$ cat src/rtl/seq_divider.sv
// Sequential restoring divider: one quotient bit per clock, start/busy/done handshake.
// Divide-by-zero completes immediately with an all-ones quotient and div_zero set.
module seq_divider #(
  parameter int DW = 16,
  parameter int VW = 8
) (
  input  logic          c,
  input  logic          clr_n,
  input  logic          start,
  input  logic [DW-1:0] dividend,
  input  logic [VW-1:0] divisor,
  output logic          busy,
  output logic          done,
  output logic [DW-1:0] quotient,
  output logic [VW-1:0] remainder,
  output logic          div_zero
);

  localparam int CW = (DW > 1) ? $clog2(DW) : 1;

  typedef enum logic [1:0] {IDLE, RUN, DONE} state_t;

  state_t        state, state_nx;
  logic [DW-1:0] dvd;
  logic [VW-1:0] dvs;
  logic [VW-1:0] part;
  logic [CW-1:0] cnt;

  logic          accept, dz_in, last, ge;
  logic [VW:0]   p;
  logic [VW-1:0] diff, part_nx;
  logic [DW-1:0] dvd_nx;

  // dvd doubles as the quotient register: dividend bits shift out the top
  // while quotient bits shift in at the bottom.
  always_comb begin
    accept  = (state == IDLE) && start;
    dz_in   = (divisor == '0);
    last    = (cnt == CW'(DW - 1));
    p       = {part, dvd[DW-1]};
    ge      = (p >= {1'b0, dvs});
    // true difference is below dvs, so the low VW bits are exact
    diff    = p[VW-1:0] - dvs;
    part_nx = ge ? diff : p[VW-1:0];
    dvd_nx  = {dvd[DW-2:0], ge};
  end

  always_ff @(posedge c or negedge clr_n) begin
    if (!clr_n) state <= IDLE;
    else        state <= state_nx;
  end

  always_comb begin
    state_nx = state;
    busy     = 1'b0;
    done     = 1'b0;
    case (state)
      IDLE: if (start) state_nx = dz_in ? DONE : RUN;
      RUN: begin
        busy = 1'b1;
        if (last) state_nx = DONE;
      end
      DONE: begin
        done     = 1'b1;
        state_nx = IDLE;
      end
      default: state_nx = IDLE;
    endcase
  end

  always_ff @(posedge c or negedge clr_n) begin
    if (!clr_n) begin
      dvd       <= '0;
      dvs       <= '0;
      part      <= '0;
      cnt       <= '0;
      quotient  <= '0;
      remainder <= '0;
      div_zero  <= 1'b0;
    end else if (accept) begin
      dvd  <= dividend;
      dvs  <= divisor;
      part <= '0;
      cnt  <= '0;
      if (dz_in) begin
        quotient  <= '1;
        remainder <= '0;
        div_zero  <= 1'b1;
      end
    end else if (state == RUN) begin
      dvd  <= dvd_nx;
      part <= part_nx;
      cnt  <= cnt + 1'b1;
      if (last) begin
        quotient  <= dvd_nx;
        remainder <= part_nx;
        div_zero  <= 1'b0;
      end
    end
  end

endmodule
$ cat config.mk
export PLATFORM = sky130hd
export DESIGN_NAME = seq_divider
export DESIGN_NICKNAME = d
export VERILOG_FILES = /design/src/rtl/seq_divider.sv
export SDC_FILE = /design/constraint.sdc
export NUM_CORES = 1
export LEC_CHECK = 0
export CAP_MARGIN = 20
export CORE_MARGIN = 5
export CORE_UTILIZATION = 53
export CTS_CLUSTER_SIZE = 24
export DETAILED_ROUTE_END_ITERATION = 12
export MAX_ROUTING_LAYER = met4
export PLACE_DENSITY = 0.8
export SYNTH_ARGS = -nofsm -noshare
export SYNTH_HDL_FRONTEND = slang
export SYNTH_SLANG_ARGS = --single-unit
$ cat constraint.sdc
create_clock -name c -period 2.15 [get_ports c]
set_input_delay 0.43 -clock c [delete_from_list [all_inputs] [get_ports c]]
set_output_delay 0.43 -clock c [all_outputs]
set_load 0.05 [all_outputs]
# Word level (Yosys, flattened, before mapping)
# Cells that the tools add are included.
[classes] n_addsub=2 n_lt_le_gt_ge=1 n_eq_ne=6 muxes=25 n_reduce_logical=7
[ops] operator="$mux W16" n=6
[ops] operator="$mux W8" n=7
[ops] operator="$ge A9 B8 Y1" n=1
[ops] operator="$logic_not A8 Y1" n=1
[ops] operator="$mux W4" n=2
[ops] operator="$sub A8 B8 Y8" n=1
[ops] operator="$mux W1" n=6
[ops] operator="$mux W2" n=3
[ops] operator="$add A4 B1 Y4 const B" n=1
[ops] operator="$eq A4 B4 Y1 const B" n=1
[ops] operator="$ne A2 B2 Y1 const B" n=2
[ops] operator="$pmux W2 S2" n=1
[ops] operator="$reduce_bool A2 Y1" n=2
[ops] operator="$reduce_and A3 Y1" n=1
[ops] operator="$eq A2 B1 Y1 const B" n=1
[ops] operator="$eq A2 B2 Y1 const B" n=1
[ops] operator="$logic_not A2 Y1" n=1
[ops] operator="$ne A2 B1 Y1 const B" n=1
[ops] operator="$reduce_and A2 Y1" n=1
[ops] operator="$logic_and A1 B1 Y1" n=1
[totals] register_bits=63 inputBits=27 out_inout_bits=27

# Depth between registers and ports, before layout
# Gate-level depths: netlist (run 1).
[depth] depth_word=5 depth_mapped=9 ltp_nobuf=9

# Worst setup path after synthesis (run 1)
# OpenSTA, ideal clock, no wires.
[synth_path] path_kind="flip-flop to flip-flop" from="reg part[6]" to="reg remainder[3]" t_arrival_ns=1.812 setup_slack_ns=0.212 path_stages_with_launch=8 n_path_buf=0 period_less_slack_ns=1.938 cell_sequence="dfrtp_1 ha_1 a211oi_2 o211ai_2 a21oi_4 or2b_2 nor2_1 a221o_1"
[synth_between] elab_chain_cells=5
[synth_lines] element="from (decl)" line_no="26" text="logic [VW-1:0] part;"
[synth_lines] element="from (signal assigned)" line_no="92" text="part <= part_nx;"
[synth_lines] element="$ge A9 B8 Y1" line_no="41" text="ge = (p >= {1'b0, dvs});"
[synth_lines] element="$mux W8" line_no="44" text="part_nx = ge ? diff : p[VW-1:0];"
[synth_lines] element="$mux W8" line_no="94" text="if (last) begin"
[synth_lines] element="$mux W8" line_no="90" text="end else if (state == RUN) begin"
[synth_lines] element="$mux W8" line_no="80" text="end else if (accept) begin"
[synth_lines] element="to (signal assigned)" line_no="96" text="remainder <= part_nx;"
[synth_lines] element="to (decl)" line_no="15" text="output logic [VW-1:0] remainder,"
# Every way passes these cells. The select of a mux whose other input is x is not followed.
# A chain may end at the register's enable or synchronous reset.

# Final worst setup path (run 1)
[layout_path] from="reg part[1]" to="reg part[6]"
[layout_between] elab_chain_cells=4 elab_cells_between_ends=5 classes_between="1 x add/sub; 1 x order compare; 3 x mux"
[layout_lines] element="$sub A8 B8 Y8 / $ge A9 B8 Y1 (equally long branches)" line_no="43, 41"
[layout_lines] element="$mux W8 (*)" line_no="44"
[layout_lines] element="$mux W8 (*)" line_no="90"
[layout_lines] element="$mux W8 (*)" line_no="80"
# Mark *: on every way between the ends. The rest lies on a longest branch, timed or not. The select of a mux whose other input is x is not followed.

==> summary.md, run 1 <==
| Metric | Value |
|---|---|
| Status | finished, final reports clean |
| Vias in the first global route | 2648 |
| Startpoint Class | flop |
| RSZ-0062 raised after global routing | true |
| ANT cells | 0 |
| Critical path peak fanout | 5 |
| Dominant cell type by area after synthesis | dfrtp_1 |
| Total wire length | 7320 um |
| Routability cong. | 0.878 |
| Clock sinks | 63 |
| I/O Buffers | 53 |
| Endpoints failing setup | 0 |
| Busiest grt layer | met2 |
| Worst skew pair latency | 0.35 ns |
| Largest net degree at the start of global routing | 64 |
| Area contributors post-synth | dfrtp_1 51%, mux2i_1 5.5%, nand2_1 5.3% |
| Post-DR vias/cell | 5.52 |
| Max clock buf depth | 2 |
| Synth Warn # | 0 |
| Initial antenna violation count | 0 |
| Most frequent cell after synthesis | dfrtp_1 |
| Placed cell areas | 3810 sq um |
| Row count | 27 |
| Residual DRC | 0 |
| DIE AREA | 7460 sq um |
| GRT met3 Usage | 0.0447 |
| Mapped Area | 3090 sq um |
| DR vias | 2596 |
| Post-synth top flop | dfrtp_1 |
| HPWL after detailed placement | 5140 um |
| Clk_skew | 0.0110 ns |
| Clock root buffer | clkbuf_8 |
| DIE HEIGHT | 86.4 um |
| Final hold violation count | 0 |
| Endpoint class of the critical path | flop |
| TritonRoute pass-1 iters | 5 |
| Sum Neg Setup Slack | 0 ns |
| Hold crit path type | input pin to async pin |
| Syn nets | 361 |
| Starting DRT DRC Count | 234 |
| CTS H-tree depth | 3 |
| Met1 usage | 0.282 |
| Synthesis-stage register bit count | 63 |
| Nets | 430 |
| Reg2Reg Depth | 7 |
| Final worst path period share | 0.991 |
| Mean Syn Cell Area | 9.54 sq um |
| Fin area | 4070 sq um |
| GR Util met2 | 0.339 |
| Post-synth top cells | 63 x dfrtp_1, 44 x nand2_1, 43 x nor2_1, 23 x a21oi_1, 21 x o21ai_1 |
| Worst ir drop on vdd | 1.19 mV |
| Seq/Total Area, Yosys | 0.510 |
| EDFF count, synth | 0 |
| Fin cells | 470 |
| Relative slew slack | 0.660 |
| Top cell type's share of synthesized area | 0.510 |
| Share of cells above drive strength 1 | 0.148 |
| Final worst slack | 0.0187 ns |
| Pleak | 1.75 nW |
| Cells after Synth | 324 |
| Clk slew on worst S/H paths | 0.07 ns |
| Ys async rst share | 1.00 |
| CP Class | flop to flop |
| Die X | 86.4 um |
| Worst hold slack | 0.0756 ns |
| Critical Path AT | 2.40 ns |
| Critical Path RT | 2.41 ns |
| Detail Route Antenna Nets | 0 |
| Max-slew violations | 0 |
| Tightest Pin Transition | 0.509 ns |
| Tmin final | 2.13 ns |
| I/O pin total | 54 |
| Max-cap viol count | 0 |
| Area grow syn2layout | 31.6% |
| Pwr per Cell Area | 1870 nW/um^2 |
| CTS tree | yes |
| Core area | 5570 sq um |
| Cell variety after synth | 48 |
| Initial Util | 0.555 |
| DP Worst Slack | -0.0511 ns |
| DR WL/cell | 15.6 um |
| Placed Cells | 452 |
| Maximum clock frequency | 469 MHz |
| CTS Buf Count | 9 |
| Global-route wire length before repair | 12500 um |
| Global-route usage over all layers | 0.221 |
| Gr ovfl total | 0 |
==> sequential cells by signal (all words and copies together) (netlist names) <==
| register | count |
|---|---|
| quotient | 16 |
| state | 2 |
| remainder | 8 |
| dvd | 16 |
| div_zero | 1 |
| cnt | 4 |
| part | 8 |
| dvs | 8 |
==> path summary, 6_finish.rpt <==
path / endpoint / slack, ns / startpoint
min in group c: div_zero / 0.49 / div_zero
max: part[6] / 0.02 / part[1]
max in group asynchronous: dvs[2] / 1.78 / clr_n
max reg2reg: part[6] / 0.02 / part[1]
min reg2reg: div_zero / 0.49 / div_zero
min: dvs[0] / 0.08 / clr_n
==> power breakdown <==
| group | switching [mW] | internal (mW) | total, mW | leakage, nW |
|---|---|---|---|---|
| Clock | 0.479 | 0.714 | 1.19 | 0.112 |
| Combinational | 2.55 | 1.70 | 4.25 | 0.865 |
| Sequential | 0.393 | 1.77 | 2.16 | 0.772 |
==> metrics by stage <==
step	utilization	total power, mW
after floorplan	-	5.03
after global placement	0.683	6.12
after detailed placement	0.683	6.28
after CTS	0.725	7.50
after global routing	0.730	8.13
final	0.730	7.60
==> cells by family after synthesis <==
group / after synthesis / share of synthesized area
compound gates: 86 / 0.171
xor+xnor: 4 / 0.0113
fa+ha+maj: 10 / 0.0429
buf+inv: 28 / 0.0388
flops: 63 / 0.510
mux: 17 / 0.0550
simple gates: 116 / 0.171
==> cell type report <==
class / instances / area, sq um
fill: 430 / 1500
multi-input combinational: 233 / 1420
clock inverter: 5 / 80.1
timing repair buffer: 73 / 708
sequential: 63 / 1580
inverter: 13 / 48.8
clock buffer: 11 / 151
tap: 72 / 90.1
==> critical path, stage by stage, from the launching register on <==
cell     delay (ns)
dfrtp_1        0.42
ha_1           0.36
nor2b_2        0.19
o31a_1         0.26
o21a_1         0.20
o21a_1         0.18
o31a_1         0.29
o21ai_1        0.14
==> cell usage in the layout, fill, tap and decap left out, types with 3 or more instances in the layout <==
| cell | instances |
|---|---|
| nor2_1 | 43 |
| ha_1 | 7 |
| dfrtp_1 | 63 |
| nor2b_1 | 3 |
| mux2i_1 | 17 |
| a21oi_1 | 23 |
| nand2_1 | 44 |
| o21ai_1 | 21 |
| o21ai_0 | 17 |
| buf_4 | 19 |
| inv_1 | 11 |
| a22oi_1 | 3 |
| nand2b_1 | 3 |
| o21a_1 | 3 |
| nand3_1 | 5 |
| clkdlybuf4s50_1 | 50 |
| xor2_1 | 3 |
| a32oi_1 | 4 |
| buf_12 | 3 |
| clkbuf_8 | 11 |
==> routing by layer <==
layer  part of all wire  up-vias
li1                   -     1253
met1               0.43     1248
met2               0.49       77
met3              0.056       18
met4              0.024        0
met5                  0        -
==> timing repair <==
item                       in CTS  in global routing
gates resized for setup         0                  5
hold buffers                    0                  0
setup endpoints to repair       0                  7
buffers inserted                0                  2
No activity file was read; power rests on OpenSTA's default activity.
==> run 2, diff against run 1 <==
--- a/config.mk
+++ b/config.mk
@@ -6,7 +6,6 @@
 export NUM_CORES = 1
 export LEC_CHECK = 0
 export CAP_MARGIN = 20
-export CORE_MARGIN = 5
 export CORE_UTILIZATION = 53
 export CTS_CLUSTER_SIZE = 24
 export DETAILED_ROUTE_END_ITERATION = 12
==> summary.md, run 2 (synthesis gave the netlist of run 1 again) <==
| Metric | Value |
|---|---|
| Critical path peak fanout | 3 (-2) |
| Sum Neg Setup Slack | 0 ns (unchanged) |
| ANT cells | 0 (unchanged) |
| Slowest cell on crit path | dfrtp_1 |
| Fin area | 4090 sq um (+0.46%) |
| Max-slew violations | 0 (unchanged) |
| Fin cells | 469 (-0.21%) |
| Gr ovfl total | 0 (unchanged) |
| Worst hold slack | 0.00817 ns (-0.0674 ns) |
| Vias in the first global route | 2452 (-7.4%) |
| Cts hold-fix bufs | 0 (unchanged) |
| Clk_skew | 0.00975 ns (-0.00126 ns) |
| Regs by FF count | dvd (16), quotient (16) |
| Most frequent cells in the layout | 63 x dfrtp_1, 50 x clkdlybuf4s50_1, 44 x nand2_1, 43 x nor2_1, 23 x a21oi_1 |
| Post-cts sizing count | 0 (unchanged) |
| Placed Cells | 453 (+0.22%) |
| Global-route wire length before repair | 11600 um (-7.3%) |
| Final hold violation count | 0 (unchanged) |
| Initial antenna violation count | 0 (unchanged) |
| Clk slew on worst S/H paths | 0.08 ns (about the same) |
| Worst skew pair latency | 0.34 ns (about the same) |
| WP buf/inv | 1 (+1) |
| CP Class | flop to flop |
| Clock root buffer | clkbuf_8 |
| Tightest Pin Transition | 0.539 ns (+0.0299 ns) |
| DR WL/cell | 14.9 um (-4.2%) |
| Max-cap viol count | 0 (unchanged) |
| Commonest non-fill, non-tap cell in the layout | dfrtp_1 |
| Switching Fraction | 0.453 (+0.00196) |
| Hold crit path type | input pin to async pin |
| CTS Buf Count | 9 (unchanged) |
| CP delay by family, top | compound AO/OA/AOI/OAI gates |
| Endpoint class of the critical path | flop |
| Maximum clock frequency | 484 MHz (+3.2%) |
| CTS tree | yes |
| Detail Route Antenna Nets | 0 (unchanged) |
| Tot Pwr | 7.57 mW (-0.47%) |
| Clk pwr share | 0.155 (-0.002) |
| Placed cell areas | 3830 sq um (+0.53%) |
| Row count | 27 (unchanged) |
| Cell-internal power | 4.14 mW (-0.83%) |
| Comb pwr share | 0.558 (about the same) |
| Fin util | 0.734 (+0.00337) |
| DR vias | 2553 (-1.7%) |
| Largest net degree at the start of global routing | 34 (-47%) |
| Filler Cell Count | 408 (-5.1%) |
| Share of cells above drive strength 1 | 0.146 (-0.00215) |
| Area grow syn2layout | 32.3% |
| Startpoint Class | flop |
| Critical Path AT | 2.33 ns (-0.07 ns) |
| Core area | 5570 sq um (unchanged) |
| Total wire length | 6990 um (-4.4%) |
| Routability cong. | 0.885 (+0.82%) |
| Global-route usage over all layers | 0.258 (+0.0367) |
| Final worst path period share | 0.960 (-0.0310) |
| Tmin final | 2.06 ns (-0.0667 ns) |
| Relative slew slack | 0.640 (-0.0200) |
| Residual DRC | 0 (unchanged) |
| Reg power frac | 0.287 (+0.003) |
| Worst ir drop on vdd | 1.14 mV (-3.8%) |
| Pwr per Cell Area | 1850 nW/um^2 (-0.93%) |
| CTS H-tree depth | 3 (unchanged) |
| Post-DR vias/cell | 5.44 (-1.4%) |
| CP max stage delay | 0.39 ns (-0.03 ns) |
| Endpoints failing setup | 0 (unchanged) |
| CP cell instances | inv_1 -> ha_4 -> fa_2 -> nor2b_2 -> o31a_1 -> o21a_1 -> o21a_1 -> o31a_1 -> o21ai_1 |
| Psw | 3.43 mW (about the same) |
| TritonRoute pass-1 iters | 4 (-1) |
| Post-CTS setup buffers | 0 (unchanged) |
| HPWL after detailed placement | 5020 um (-2.3%) |
| Reg2Reg Depth | 9 (+2) |
| Initial Util | 0.555 (unchanged) |
| DIE HEIGHT | 78.4 um (-9.3%) |
| DP Worst Slack | -0.0480 ns (+0.00311 ns) |
| DIE AREA | 6140 sq um (-18%) |
| Starting DRT DRC Count | 209 (-11%) |
| Clock sinks | 63 (unchanged) |
| Nets | 429 (-0.23%) |
| Critical Path RT | 2.41 ns (about the same) |
| I/O Buffers | 53 (unchanged) |
| Final worst slack | 0.0855 ns (+0.0667 ns) |
| R2r setup slk | 0.09 ns (+0.07 ns) |
| FF-to-FF Start | dvd[15] |
| Max clock buf depth | 2 (unchanged) |
| Pleak | 1.75 nW (+0.16%) |
| Status | finished, final reports clean |
| Die X | 78.4 um (-9.3%) |
| FF-to-FF End | remainder[6] |
| I/O pin total | 54 (unchanged) |
==> run 2: worst max-delay path by stage <==
stage | from | endpoint | cells after the start
4_1_cts | part[0] | remainder[7] | 7
6_report | dvd[15] | remainder[6] | 9
5_1_grt | dvd[15] | remainder[6] | 9
2_1_floorplan | part[6] | remainder[3] | 7
3_5_place_dp | divisor[3] | remainder[1] | 9
3_3_place_gp | divisor[3] | remainder[4] | 9
==> run 2: layer usage <==
layer	share of wire	wire, um	vias up	GRT usage
li1	-	-	1259	-
met1	0.45	3120	1205	0.331
met2	0.49	3410	74	0.408
met3	0.045	318	15	0.0314
met4	0.020	138	0	0.126
met5	0	0	-	-
==> run 2: layout make-up <==
| cell class | count | area (sq um) | share of cell area |
|---|---|---|---|
| Inverter | 13 | 48.8 | 0.0119 |
| Tap cell | 72 | 90.1 | 0.0220 |
| Clock buffer | 10 | 138 | 0.0337 |
| Timing Repair Buffer | 72 | 713 | 0.174 |
| Sequential cell | 63 | 1580 | 0.386 |
| Clock inverter | 6 | 93.8 | 0.0229 |
| Multi-Input combinational cell | 233 | 1430 | 0.349 |
==> run 2: power groups by stage <==
| stage | logic (mW) | registers (mW) | clock network (mW) |
|---|---|---|---|
| 2_1_floorplan | 2.20 | 2.84 | 0 |
| 3_3_place_gp | 3.96 | 2.15 | 0 |
| 3_5_place_dp | 4.10 | 2.18 | 0 |
| 4_1_cts | 4.16 | 2.17 | 1.19 |
| 5_1_grt | 4.57 | 2.24 | 1.24 |
| 6_report | 4.22 | 2.17 | 1.18 |
